--- config.mk ---
export PLATFORM = sky130hd
export DESIGN_NAME = pll_rst_gen
export DESIGN_NICKNAME = d
export VERILOG_FILES = /design/src/rtl/pll_rst_pkg.sv /design/src/rtl/sync_bit.sv /design/src/rtl/pll_rst_gen.sv
export SDC_FILE = /design/constraint.sdc
export NUM_CORES = 1
export LEC_CHECK = 0
export BUFFER_PORTS_ARGS = -buffer_cell sky130_fd_sc_hd__buf_2
export CAP_MARGIN = 20
export CELL_PAD_IN_SITES_DETAIL_PLACEMENT = 0
export CELL_PAD_IN_SITES_GLOBAL_PLACEMENT = 1
export CORE_UTILIZATION = 39
export CTS_CLUSTER_DIAMETER = 120
export DETAILED_ROUTE_END_ITERATION = 10
export PLACE_DENSITY = 0.84
export SETUP_SLACK_MARGIN = 0.1
export SYNTH_ARGS = -nofsm -noshare
export SYNTH_HDL_FRONTEND = slang
export SYNTH_SLANG_ARGS = --single-unit
--- constraint.sdc ---
create_clock -name sys_clk -period 1.7 [get_ports sys_clk]
set_input_delay 0.085 -clock sys_clk [delete_from_list [all_inputs] [get_ports sys_clk]]
set_output_delay 0.085 -clock sys_clk [all_outputs]
set_load 0.02 [all_outputs]
--- src/rtl/pll_rst_pkg.sv ---
// pll_rst_pkg: shared FSM state enum and lock-loss counter sizing
// for the PLL lock-qualified reset generator.
package pll_rst_pkg;

  typedef enum logic [1:0] {
    WAIT_LOCK,
    STABLE,
    HOLD,
    RUN
  } pll_state_e;

  localparam int              LOST_CNT_W   = 8;
  localparam logic [7:0]      LOST_CNT_MAX = 8'hFF;

endpackage

--- src/rtl/sync_bit.sv ---
// sync_bit: N-stage single-bit synchroniser, async active-low reset to 0.
// Ports: clk, rst_n, d (async input), q (synchronised output).
module sync_bit #(
  parameter int STAGES = 2
) (
  input  logic clk,
  input  logic rst_n,
  input  logic d,
  output logic q
);

  logic [STAGES-1:0] ff;

  always_ff @(posedge clk or negedge rst_n) begin
    if (!rst_n) ff <= '0;
    else        ff <= {ff[STAGES-2:0], d};
  end

  assign q = ff[STAGES-1];

endmodule

--- src/rtl/pll_rst_gen.sv ---
// pll_rst_gen: qualifies PLL locked, holds then releases rst_n_out/ready,
// pulses lock_lost on loss from HOLD/RUN; lost_cnt built with PLL_RST_LOST_CNT_EN.
module pll_rst_gen
  import pll_rst_pkg::*;
#(
  parameter int SYNC_STAGES     = 2,
  parameter int LOCK_STABLE_CYC = 1000,
  parameter int RST_HOLD_CYC    = 16
) (
  input  logic                  sys_clk,
  input  logic                  sys_rst_n,
  input  logic                  locked,
  output logic                  rst_n_out,
  output logic                  ready,
  output logic                  lock_lost,
  output logic [LOST_CNT_W-1:0] lost_cnt
);

  localparam int CNT_MAX =
    (LOCK_STABLE_CYC > RST_HOLD_CYC) ?
    LOCK_STABLE_CYC : RST_HOLD_CYC;
  localparam int CNT_W = $clog2(CNT_MAX + 1);

  // The WAIT_LOCK->STABLE edge is itself the first
  // qualified cycle, so STABLE needs LOCK_STABLE_CYC-1 more.
  localparam int STB_LAST =
    (LOCK_STABLE_CYC > 1) ? LOCK_STABLE_CYC - 2 : 0;
  localparam logic [CNT_W-1:0] STB_END  = CNT_W'(STB_LAST);
  localparam logic [CNT_W-1:0] HOLD_END = CNT_W'(RST_HOLD_CYC - 1);

  logic             locked_s;
  pll_state_e       state;
  logic [CNT_W-1:0] cnt;

  sync_bit #(
    .STAGES (SYNC_STAGES)
  ) u_sync (
    .clk   (sys_clk),
    .rst_n (sys_rst_n),
    .d     (locked),
    .q     (locked_s)
  );

  always_ff @(posedge sys_clk or negedge sys_rst_n) begin
    if (!sys_rst_n) begin
      state     <= WAIT_LOCK;
      cnt       <= '0;
      rst_n_out <= 1'b0;
      lock_lost <= 1'b0;
    end else begin
      lock_lost <= 1'b0;
      unique case (state)
        WAIT_LOCK: begin
          rst_n_out <= 1'b0;
          cnt       <= '0;
          if (locked_s) begin
            state <= (LOCK_STABLE_CYC == 1) ? HOLD : STABLE;
          end
        end
        STABLE: begin
          if (!locked_s) begin
            state <= WAIT_LOCK;
            cnt   <= '0;
          end else if (cnt == STB_END) begin
            state <= HOLD;
            cnt   <= '0;
          end else begin
            cnt <= cnt + 1'b1;
          end
        end
        HOLD: begin
          if (!locked_s) begin
            state     <= WAIT_LOCK;
            cnt       <= '0;
            lock_lost <= 1'b1;
          end else if (cnt == HOLD_END) begin
            state     <= RUN;
            cnt       <= '0;
            rst_n_out <= 1'b1;
          end else begin
            cnt <= cnt + 1'b1;
          end
        end
        RUN: begin
          if (!locked_s) begin
            state     <= WAIT_LOCK;
            cnt       <= '0;
            rst_n_out <= 1'b0;
            lock_lost <= 1'b1;
          end
        end
        default: begin
          state     <= WAIT_LOCK;
          cnt       <= '0;
          rst_n_out <= 1'b0;
        end
      endcase
    end
  end

  assign ready = rst_n_out;

`ifdef PLL_RST_LOST_CNT_EN
  logic [LOST_CNT_W-1:0] lost_q;

  always_ff @(posedge sys_clk or negedge sys_rst_n) begin
    if (!sys_rst_n) begin
      lost_q <= '0;
    end else if (lock_lost && lost_q != LOST_CNT_MAX) begin
      lost_q <= lost_q + LOST_CNT_W'(1);
    end
  end

  assign lost_cnt = lost_q;
`else
  assign lost_cnt = '0;
`endif

endmodule

==> results of run 1 <==
[layout by cell type, fill, tap and decap left out, types with 2 or more instances in the layout]
cell type / n
dlygate4sd3_1: 2
dfrtp_1: 15
a21oi_1: 4
ha_2: 3
clkbuf_4: 3
nand4_1: 2
nor2b_1: 2
o21ai_0: 5
ha_1: 3
nand3_1: 4
nor3b_1: 3
o22ai_1: 2
inv_1: 6
o32a_1: 3
and2_1: 3
nor2_1: 11
nand2_1: 7
a31oi_4: 3
buf_2: 5
buf_4: 10
xor2_1: 3
xnor2_1: 2
conb_1: 8
[how the worst max path moves through the flow]
stage                     cells past startpoint       end  slack, ps     start
after floorplan                               5    cnt[6]        120  state[0]
after global placement                        6  state[0]         30    cnt[0]
after detailed placement                      6  state[0]        -20    cnt[0]
after CTS                                     6    cnt[4]         20  state[1]
after global routing                          6  state[0]        -20  state[0]
final                                         6  state[0]         60    cnt[0]
[cell families (layout without fill, tap and decap cells)]
logic type / count (synthesis) / count (layout) / share of synthesized area
AOI/OAI and AO/OA: 25 / 25 / 0.182
xor gates and xnor gates: 5 / 5 / 0.0408
adders and majority gates: 7 / 7 / 0.0817
buffers and inverters: 18 / 28 / 0.102
DFF: 16 / 16 / 0.373
other: 1 / 8 / 0.00350
and+or+nand+nor: 42 / 42 / 0.217
[flip-flops by register name (all words and copies together), names as in the netlist]
register,count
ready,1
cnt,10
lock_lost,1
u_sync.ff,2
state,2
[per-layer routing]
layer  wire, µm  part of all wire  track usage  vias to the layer above
li1           -                 -            -                      419
met1       1020              0.46        0.219                      417
met2       1110              0.50        0.293                       17
met3         70             0.031       0.0333                        3
met4         28             0.013       0.0769                        0
met5          0                 0            0                        -
[final cells by class]
| class | count | area share |
|---|---|---|
| clock buffer | 4 | 0.0282 |
| multi-input combinational | 87 | 0.517 |
| tap | 30 | 0.0292 |
| sequential | 16 | 0.312 |
| timing repair buffer | 17 | 0.0933 |
| inverter | 7 | 0.0204 |
[where the power goes]
part | internal (mW) | leakage [nW] | switching (mW)
logic | 0.312 | 0.318 | 0.395
clock network | 0.131 | 0.0210 | 0.129
registers | 0.425 | 0.214 | 0.0443
total | 0.868 | 0.553 | 0.569
[critical path, delay by kind of cell, from the launching register on]
family                     cells  cell delay [ps]
AOI/OAI and AO/OA              2              520
DFF                            1              410
and+or+nand+nor                2              360
adders and majority gates      1              190
buffers and inverters          1               60
[metrics by stage]
step	cells	instance area, µm²	hold slack [ps]	total power [mW]	utilization
after floorplan	121	1100	-211	0.903	-
after global placement	150	1120	14.8	0.999	0.440
after detailed placement	150	1120	19.9	1.01	0.440
after CTS	157	1210	230	1.31	0.477
after global routing	161	1290	270	1.56	0.506
final	161	1290	214	1.44	0.506
[repair_timing]
item	4_1_cts	5_1_grt
endpoints found under the hold margin	17	0
setup buffers	1	4
hold buffers	2	0
endpoints found under the setup margin	12	12
pin swaps	0	11
resized for setup	5	10
gates cloned	0	0
==> results.yml, run 1 <==
sta:
  min_period_ps: 1640
  setup_viol: 0
  timing.final.ws_setup_ps: 60.1
  finalSetupTns_ps: 0
  finalMaxSlewViolations: 0
  rsz0062_at_grt: "true"
  finalHoldViolCount: 0
  max_freq_mhz: 610
  fin_skew_ps: 3.32
  period_share: 0.965
logic_synthesis:
  ys_seq_area_frac: 0.373
  yosys-top-cells-count: "dfrtp_1, nor2_1, buf_4"
  yosysTopAreaCell: "dfrtp_1"
  yosysMostFrequentCell: "dfrtp_1"
  ys_top_cells_by_area: "dfrtp_1, ha_1, buf_4"
  synth_top_area_frac: 0.373
  syn-instance-count: 114
  synth-edff-count: 0
  yosys_warnings: 0
  synth-main-ff-cell: "dfrtp_1"
  ys_async_sr_fraction: 1.00
  synth_area_um2: 1070
  ys_ff_latch: 16
  synth_cell_type_count: 36
  avgSynthCellArea_um2: 9.41
setup_path:
  cpMaxStageDelayCell: "dfrtp_1"
  rrSetupSlack_ps: 60
  critical_path.max_stage_delay_ps: 410
  worstSetupStartpointType: "flop"
  path_cells: "inv_1 > ha_1 > and4bb_2 > a31oi_4 > nor3_2 > o32a_1"
  r2r-start: "cnt[0]"
  r2r_cells: 6
  cp.required_ps: 1890
  endpoint_kind: "flop"
  crit_type: "reg2reg"
  crit_arrival_ps: 1830
  critPathMaxFanout: 4
  reg2reg_to: "state[0]"
clock_tree:
  cts_tree: "built"
  path_clk_slew_ps: 100
  clockBufferDepth: 2
  cts.sinks: 16
  root_buffer: "clkbuf_4"
  htree_levels: 1
  clk_latency_ps: 300
  cts_buffers: 3
route:
  ant_nets: 0
  routed_wl_um: 2230
  drc: 0
  drt-initial-drc-count: 14
  viasPerCell: 5.32
  via_count: 856
  dr.pass1.iters: 4
  wl_per_cell_um: 13.9
die:
  die_h_um: 54.4
  die_w_um: 54.4
  fp.coreArea_um2: 2540
  io_pins: 14
  die_area_um2: 2960
  start_util: 0.421
  num_rows: 18
final_layout:
  multi_input_area_um2: 666
  fillers: 240
  area_growth_pct: 20.1
  seq_area_um2: 402
  nets: 142
  diodes: 0
  drive_gt1_frac: 0.282
hold_path:
  min-delay-path-class: "in2async"
pwr:
  irDropWorstVdd_v: 0.000704
  leakage_nw: 0.553
  p_per_area_nw_per_um2: 1120
grt:
  grt_pass1_vias: 793
  grt_overflow: 0
  grt_start_max_net_pins: 17
  grt_use_total: 0.176
  antenna_found_initial: 0
  grt_pass1_wl_um: 3590
placement:
  gp_congestion: 0.810
  place_ws_ps: -16.4
  portBuffers: 5
  dp_hpwl_um: 1540
job:
  maxCapViolations: 0
outcome:
  status: "complete, no violations"
Note: power is estimated with default switching activity, not from simulation.
==> run 2: changes to the inputs <==
PLACE_DENSITY = 0.77   (was 0.84)
==> results.yml, run 2 (same netlist as run 1, synthesis figures left out) <==
clock_tree:
  cts_tree: "built"
  cts_buffers: 3
  clk_latency_ps: 290
  cts.sinks: 16
  htree_levels: 1
  path_clk_slew_ps: 100
  root_buffer: "clkbuf_4"
  clockBufferDepth: 2
final_layout:
  final_common_cell: "dfrtp_1"
  largest_reg_flops: 10
  drive_gt1_frac: 0.298
  diodes: 0
  postLayoutCellArea_um2: 1310
  top_register: "cnt"
  post-route-util: 0.513
  reg_top3: "cnt (10), state (2), u_sync.ff (2)"
  layout_common_cells: "dfrtp_1, nor2_1, nand2_1, conb_1, buf_4"
  nets: 142
  area_growth_pct: 21.7
  final_cells: 161
route:
  drc: 0
  ant_nets: 0
  via_count: 861
  drt-initial-drc-count: 18
  wl_per_cell_um: 13.4
  viasPerCell: 5.35
  routed_wl_um: 2150
  dr.pass1.iters: 4
sta:
  fin_skew_ps: 7.24
  rsz0062_at_grt: "true"
  whs_ps: 226
  setup_viol: 0
  max_freq_mhz: 601
  finalMaxSlewViolations: 0
  finalHoldViolCount: 0
  min_period_ps: 1660
  period_share: 0.979
die:
  die_area_um2: 2960
  die_h_um: 54.4
  start_util: 0.421
  num_rows: 18
  fp.coreArea_um2: 2540
  io_pins: 14
  die_w_um: 54.4
setup_path:
  endpoint_kind: "flop"
  cp.required_ps: 1870
  critPathMaxFanout: 4
  crit_arrival_ps: 1830
  worstSetupStartpointType: "flop"
  crit_type: "reg2reg"
placement:
  gp_congestion: 0.795
  dp.cells: 151
  dp_hpwl_um: 1610
  dpl-instance-area_um2: 1130
  portBuffers: 5
grt:
  grtUsageMet2: 0.244
  grt_pass1_vias: 740
  grt_start_max_net_pins: 17
  grt_pass1_wl_um: 3350
  grt_overflow: 0
  grt-busiest-layer: "met2"
  grtUsageMet3: 0.0417
  antenna_found_initial: 0
  grt_use_total: 0.161
  met1_usage: 0.219
job:
  maxCapViolations: 0
pwr:
  p_per_area_nw_per_um2: 1150
  irDropWorstVdd_v: 0.000579
  leakage_nw: 0.565
outcome:
  status: "complete, no violations"
hold_path:
  min-delay-path-class: "in2async"
[run 2: cell types whose count changed in the layout (fill, tap and decap cells not counted), moves of 2 or more]
| cell | delta |
|---|---|
| inv_2 | +2 |
| o21ai_0 | -2 |
| buf_6 | +2 |
| o21ai_1 | +2 |
| buf_4 | -2 |
| inv_1 | -2 |
[run 2: worst paths after layout]
path                         startpoint      endpoint  slack [ps]  depth (start not counted)
min in group sys_clk       u_sync.ff[0]  u_sync.ff[1]         360                          0
setup / recovery                 cnt[0]      state[0]          40                          6
max in group asynchronous     sys_rst_n        cnt[1]        1200                          2
setup reg to reg                 cnt[0]      state[0]          40                          6
hold / removal                sys_rst_n        cnt[2]         230                          2
hold reg to reg            u_sync.ff[0]  u_sync.ff[1]         360                          0
[run 2: per-layer routing]
layer,part of all wire,up-vias
met3,0.039,2
met4,0.0084,0
met2,0.49,23
met1,0.46,415
met5,0,-
li1,-,421
[run 2: power by group]
group	switching, mW	total, mW	leakage [nW]	internal (mW)
clock network	0.119	0.249	0.0210	0.130
registers	0.0518	0.480	0.212	0.428
logic	0.413	0.772	0.332	0.359
[run 2: final cells by class]
class / instances / area (µm²)
inverters: 7 / 26.3
fillers: 238 / 1240
flip-flops and latches: 16 / 403
clock buffers: 4 / 36.3
repair buffers: 17 / 128
well taps: 30 / 37.5
multi-input cells: 87 / 674
[run 2: what timing repair did]
action | 4_1_cts | 5_1_grt
setup endpoints to repair | 12 | 12
gates resized for setup | 9 | 13
hold buffers | 2 | 0
setup buffers | 1 | 3
pin swaps | 3 | 11
gates cloned | 0 | 0
hold endpoints to repair | 17 | 0
[run 2: critical path, cell delays in order, from the launching register on]
cell	delay [ps]
dfrtp_2	440
buf_6	130
ha_4	160
and4b_2	240
a31oi_2	200
nor3_1	90
o32a_1	280
[run 2: through the flow]
| step | total power, mW | setup slack [ps] | TNS (ps) |
|---|---|---|---|
| after CTS | 1.34 | 10.8 | 0 |
| after detailed placement | 1.02 | 7.22 | 0 |
| after global routing | 1.60 | -30.2 | -120 |
| after floorplan | 0.903 | 116 | 0 |
| after global placement | 0.995 | 21.1 | 0 |
| final | 1.50 | 35.5 | 0 |
